`src/rtl/hs4_pkg.sv`:
```
// Shared definitions for the 4-phase to synchronous receiver: FSM encoding and synchronizer depth.
// Defining HS4_SYNC_RX_SYNC3_EN selects a 3-stage synchronizer instead of the default 2 stages.
package hs4_pkg;

    typedef enum logic {
        IDLE = 1'b0,
        ACK  = 1'b1
    } state_t;

`ifdef HS4_SYNC_RX_SYNC3_EN
    localparam int SYNC_STAGES = 3;
`else
    localparam int SYNC_STAGES = 2;
`endif

endpackage

```
`src/rtl/sync_ff.sv`:
```
// Multi-flop synchronizer for a single asynchronous level signal; all stages clear to 0 on reset.
module sync_ff #(
    parameter int STAGES = 2
) (
    input  logic clk,
    input  logic rst,
    input  logic d,
    output logic q
);

    logic [STAGES-1:0] sync_q;

    // NOTE: sequential state uses non-blocking assignments so every flop samples pre-edge values.
    always_ff @(posedge clk or negedge rst) begin
        if (!rst) begin
            sync_q <= '0;
        end else begin
            sync_q <= {sync_q[STAGES-2:0], d};
        end
    end

    assign q = sync_q[STAGES-1];

endmodule

```
`src/rtl/hs4_sync_rx.sv`:
```
// 4-phase bundled-data receiver: synchronizes req_in, acknowledges upstream and buffers words in a FIFO.
// Synchronizer depth is 2 by default, 3 when HS4_SYNC_RX_SYNC3_EN is defined.
module hs4_sync_rx
    import hs4_pkg::*;
#(
    parameter int DATA_W     = 8,
    parameter int FIFO_DEPTH = 4
) (
    input  logic                          clk,
    input  logic                          rst,
    input  logic                          req_in,
    input  logic [DATA_W-1:0]             data_in,
    output logic                          ack_out,
    output logic                          out_valid,
    output logic [DATA_W-1:0]             out_data,
    input  logic                          out_ready,
    output logic [$clog2(FIFO_DEPTH):0]   fifo_level
);

    localparam int PTR_W = $clog2(FIFO_DEPTH);
    localparam int LVL_W = PTR_W + 1;
    localparam logic [PTR_W-1:0] PTR_ONE  = PTR_W'(1);
    localparam logic [LVL_W-1:0] LVL_ONE  = LVL_W'(1);
    localparam logic [LVL_W-1:0] FULL_LVL = LVL_W'(FIFO_DEPTH);

    logic              req_s;
    state_t            state_q;
    state_t            state_d;
    logic              push;
    logic              pop;
    logic              full;
    logic [PTR_W-1:0]  wr_ptr;
    logic [PTR_W-1:0]  rd_ptr;
    logic [LVL_W-1:0]  level_q;
    logic [DATA_W-1:0] mem [FIFO_DEPTH];

    sync_ff #(
        .STAGES (SYNC_STAGES)
    ) u_req_sync (
        .clk (clk),
        .rst (rst),
        .d   (req_in),
        .q   (req_s)
    );

    // Full is judged on the level before any same-edge pop.
    assign full = (level_q == FULL_LVL);
    assign pop  = out_valid && out_ready;

    always_ff @(posedge clk or negedge rst) begin
        if (!rst) begin
            state_q <= IDLE;
        end else begin
            state_q <= state_d;
        end
    end

    // NOTE: every combinational output gets a default first so no path leaves it unassigned (no latch).
    always_comb begin
        state_d = state_q;
        push    = 1'b0;
        case (state_q)
            IDLE: begin
                if (req_s && !full) begin
                    state_d = ACK;
                    push    = 1'b1;
                end
            end
            ACK: begin
                if (!req_s) begin
                    state_d = IDLE;
                end
            end
            default: state_d = IDLE;
        endcase
    end

    always_ff @(posedge clk or negedge rst) begin
        if (!rst) begin
            wr_ptr  <= '0;
            rd_ptr  <= '0;
            level_q <= '0;
        end else begin
            if (push) begin
                wr_ptr <= wr_ptr + PTR_ONE;
            end
            if (pop) begin
                rd_ptr <= rd_ptr + PTR_ONE;
            end
            case ({push, pop})
                2'b10:   level_q <= level_q + LVL_ONE;
                2'b01:   level_q <= level_q - LVL_ONE;
                default: ;
            endcase
        end
    end

    // NOTE: storage is left unreset; its contents are only visible while out_valid is high.
    always_ff @(posedge clk) begin
        if (push) begin
            mem[wr_ptr] <= data_in;
        end
    end

    assign ack_out    = (state_q == ACK);
    assign out_valid  = (level_q != '0);
    assign out_data   = mem[rd_ptr];
    assign fifo_level = level_q;

endmodule

```
`config.mk`:
```
export PLATFORM = sky130hd
export DESIGN_NAME = hs4_sync_rx
export DESIGN_NICKNAME = d
export VERILOG_FILES = /design/src/rtl/hs4_pkg.sv /design/src/rtl/sync_ff.sv /design/src/rtl/hs4_sync_rx.sv
export SDC_FILE = /design/constraint.sdc
export NUM_CORES = 1
export LEC_CHECK = 0
export CORE_ASPECT_RATIO = 0.8
export CORE_MARGIN = 2
export CORE_UTILIZATION = 52
export DETAILED_ROUTE_END_ITERATION = 8
export PLACE_DENSITY = 0.88
export SYNTH_ARGS = -nofsm -noshare
export SYNTH_HDL_FRONTEND = slang
export SYNTH_SLANG_ARGS = --single-unit
```
`constraint.sdc`:
```
create_clock -name clk -period 2.49 [get_ports clk]
set_clock_uncertainty 0.1 [all_clocks]
set_input_delay 0.3735 -clock clk [delete_from_list [all_inputs] [get_ports clk]]
set_output_delay 0.3735 -clock clk [all_outputs]
set_load 0.005 [all_outputs]
```
# After elaboration in Yosys (flattened, before gate mapping)
# Memories as Yosys holds them, arrays and structs flattened.
# Index checks and enable logic that the tools add are counted.
dict set report word_totals {
  mem_bits_rw 32
  input_bits 12
  regBits 10
  output_inout_bits 13
  memories 1
  wordCells 26
}
# name words width rd rd_ports_with_merged_regs write_ports line
set memory_table {}
lappend memory_table {mem 4 8 1 0 1 hs4_sync_rx.sv:35} ;# logic [DATA_W-1:0] mem [FIFO_DEPTH];
dict set report classes {
  add_sub_neg 4
  bitwise 1
  muxes 7
  reduce_logical 5
  eq_ne 3
}
# op count
set ops {}
lappend ops {{one-hot mux 3 bit (2 select lines)} 1}
lappend ops {{2-to-1 mux 1 bit} 5}
lappend ops {{adder 2 x 1 -> 2 bit (second input constant)} 2}
lappend ops {{adder 3 x 1 -> 3 bit (second input constant)} 1}
lappend ops {{equality test 3 bit (second input constant)} 1}
lappend ops {{nonzero test 3 bit} 1}
lappend ops {{subtractor 3 x 1 -> 3 bit (second input constant)} 1}
lappend ops {{equality test 2 x 1 -> 1 bit (second input constant)} 1}
lappend ops {{equality test 2 bit (second input constant)} 1}
lappend ops {{logical AND 1 bit} 2}
lappend ops {{one-hot mux 1 bit (2 select lines)} 1}
lappend ops {{nonzero test 2 bit} 1}
lappend ops {{logical NOT 1 bit} 1}
lappend ops {{NOT 1 bit} 1}

# Longest topological paths before layout
dict set report depth {
  ltp_word 7
  mapped_depth 10
  depth_no_buf 9
}

# By module
# A second synthesis with hierarchy kept.
dict set report unflattened {
  hier_cells 84
  area_unflattened_um2 1672.9
}
# module area_per_inst_um2 seq_area_each_um2 cells_each n_inst
set modules_own_cells {}
lappend modules_own_cells {hs4_sync_rx 1622.8 1161.1 82 1}
lappend modules_own_cells {sync_ff 50.0 50.0 2 1}

# Worst setup path after synthesis
# OpenSTA, ideal clock, no wires.
dict set report synth_path {
  path_type {register to register}
  start {reg level_q[0], in the netlist fifo_level[0]}
  end {reg level_q[2], in the netlist fifo_level[2]}
  setup_time_ps 79
  synth_period_minus_slack_ps 2283
  arrival_ps 2104
  required_time_ps 2311
  path_slack_ps 207
  stages_incl_launch_ff 11
  n_path_buf 1
  cell_sequence {dfrtp_1 > or3b_1 > and3b_1 > buf_6 > inv_1 > ha_1 > inv_1 > fa_1 > xor2_1 > nor2_1 > xor2_1}
}
dict set report synth_via {
  elab_chain_len 7
  word_cells_on_any_way 13
  classes_between {add/sub (2); eq/ne (3); mux (3); reduce/logical (5)}
}
# element line
set synth_lines {}
lappend synth_lines {{from (decl)} hs4_sync_rx.sv:34} ;# logic [LVL_W-1:0] level_q;
lappend synth_lines {{from (signal assigned)} hs4_sync_rx.sv:91} ;# 2'b10: level_q <= level_q + LVL_ONE;
lappend synth_lines {{from (signal assigned)} hs4_sync_rx.sv:92} ;# 2'b01: level_q <= level_q - LVL_ONE;
lappend synth_lines {{equality test 3 bit} hs4_sync_rx.sv:47} ;# assign full = (level_q == FULL_LVL);
lappend synth_lines {{logical NOT 1 bit} hs4_sync_rx.sv:64} ;# if (req_s && !full) begin
lappend synth_lines {{logical AND 1 bit} hs4_sync_rx.sv:64}
lappend synth_lines {{2-to-1 mux 1 bit} hs4_sync_rx.sv:64}
lappend synth_lines {{2-to-1 mux 1 bit} hs4_sync_rx.sv:62} ;# case (state_q)
lappend synth_lines {{equality test 2 x 1 -> 1 bit or equality test 2 bit (tied branches)} hs4_sync_rx.sv:90} ;# case ({push, pop})
lappend synth_lines {{one-hot mux 3 bit (2 select lines) or nonzero test 2 bit (tied branches)} n/a}
# Parallel ways exist; a longest one is shown, timed or not.
# A chain may end at the register's enable or synchronous reset.

# Final worst setup path
# Ends and elaborated chain as after synthesis.

==> reports/metrics.yaml <==
outcome: "finished clean"
slew_headroom: 0.6913
cts_tree: "built"
worst_slew_pin_slew_ns: 0.4616
drtPass1Iterations: 4
slowest_stage: "dfrtp_2"
ant_nets: 0
clk_pin_slew_ns: 0.08
io_buffers: 24
core_um2: 3085
post_drt_wl_per_cell_um: 17.50
antenna_found_initial: 0
yosys-top-cells-area: "edfxtp_1, dfrtp_1, mux4_2, ha_1, xnor2_1"
holdWs_ns: 0.2612
numCtsBuffers: 5
clockRootBuffer: "clkbuf_8"
cts_hold_buffers: 0
ys_seq_area_frac: 0.7240
worstSetupEndpointType: "register"
dp_hpwl_um: 1894
die_w_um: 67.42
crit_required_ns: 2.61
slew_viol_final: 0
syn_to_final_growth_pct: 24.61
critPathMaxStageDelay_ns: 0.43
ir_drop_mv: 0.5897
synthDistinctLibCells: 22
synth_top_cell_area_share: 0.5744
final_nets: 136
gp_routability_congestion: 0.7714
crit_family: "simple AND/OR/NAND/NOR gates"
dp.cells: 147
dp_worst_setup_slack_ns: 0.09833
rows: 18
criticalPathCategory: "register to register"
fin_tns_setup_ns: 0
rsz0062_at_grt: "false"
final_common_cell: "edfxtp_1"
path_buf_inv: 2
ios: 25
synth_edf_count: 32
drc_errors: 0
start_kind: "register"
vias: 841
final-setup-viol-count: 0
die_y_um: 54.73
period_needed_ns: 2.389
crit_fanout: 7
final.setup.worst_slack_ns: 0.1010
grt_pass1_vias: 919
ys_ff_latch: 42
syn_area_um2: 1673
clk_latency_ns: 0.29
p_per_area_nw_per_um2: 1081
h-tree-depth: 2
start_util: 0.5422
synth_area_per_cell_um2: 19.91
gr-total-overflow: 0
hold_viol: 0
final_cells: 159
yosys.area.top_type: "edfxtp_1"
fin_crit_sh: 0.9595
syn-instance-count: 84
grt_pass1_wl_um: 4319
n_fill_cell: 183
leakage_nw: 0.7643
hold_class: "register to register"
maxCapViolations: 0
crit_chain: "or3b_4 -> and3b_2 -> inv_1 -> ha_2 -> inv_1 -> fa_2 -> xor2_1 -> nor2_1 -> xor2_1"
synthesis.nets: 102
wirelength_um: 2782
mostFrequentLayoutCells: "edfxtp_1, clkdlybuf4s50_1, dfrtp_1"
fin_util: 0.6756
cp_data_arrival_time_ns: 2.51
synthArstFlopShare: 0.2381
antennaDiodeCount: 0
cts_sinks: 42
viasPerCell: 5.289
yosys_warnings: 0
grt_max_degree: 14
drive_gt1_frac: 0.2689
initialDrtViolationCount: 43
fp.dieArea_um2: 3690
synthFlopType: "edfxtp_1"
clockBufferDepth: 2
grt_usage: 0.1783
fmax_ghz: 0.4186
power breakdown:
group	total, mW	switching [mW]	internal [mW]
combinational	0.829	0.313	0.516
clock	0.421	0.223	0.197
sequential	1.00	0.110	0.892
worst paths after layout:
path / startpoint / endpoint / slack, ns / cells after the start
min in group asynchronous: rst / fifo_level[2] / 0.29 / 1
max in group asynchronous: rst / fifo_level[0] / 1.65 / 1
setup reg to reg: fifo_level[0] / fifo_level[2] / 0.10 / 9
hold reg to reg: u_req_sync.sync_q[0] / u_req_sync.sync_q[1] / 0.26 / 0
setup / recovery: fifo_level[0] / fifo_level[2] / 0.10 / 9
hold / removal: u_req_sync.sync_q[0] / u_req_sync.sync_q[1] / 0.26 / 0
layout make-up:
type,count,area (µm²),share of cell area
clock buffers,6,72.57,0.03481
clock inverters,2,13.76,0.006603
inverters,6,22.52,0.01080
multi-input cells,33,427.9,0.2053
flip-flops and latches,42,1212,0.5816
well taps,40,50.05,0.02401
repair buffers,30,285.3,0.1369
Yosys cell counts, types with 3 or more instances:
master,number
xor2_1,3
inv_1,6
edfxtp_1,32
mux4_2,8
dfrtp_1,10
and2_2,3
xnor2_1,3
ha_1,5
registers in the layout, summed over array words and instances, names as in the netlist:
register	count
u_req_sync.sync_q	2
rd_ptr	2
wr_ptr	2
ack_out	1
mem	32
fifo_level	3
cell families after synthesis:
family | synth area share
xor+xnor | 0.03142
simple gates | 0.03665
compound gates | 0.01047
fa+ha+maj | 0.04936
mux | 0.1227
flops | 0.7240
buf+inv | 0.02542
what timing repair did:
item	CTS	global route
setup endpoints to repair	0	1
gates resized for setup	0	5
setup buffers	0	4
routing by layer:
metal  part of all wire  routed length (µm)  global-route usage
met5                  0                   0                   0
met4              0.031                  85              0.1020
met3              0.047                 130             0.05967
met2               0.52                1451              0.3168
met1               0.40                1114              0.1890
per-stage QoR:
step	power, mW	cell area (µm²)
2_1_floorplan	1.414	1673
3_3_place_gp	1.736	1958
3_5_place_dp	1.793	1958
4_1_cts	2.215	2044
5_1_grt	2.386	2085
6_report	2.252	2085
No activity file was read; power rests on OpenSTA's default activity.
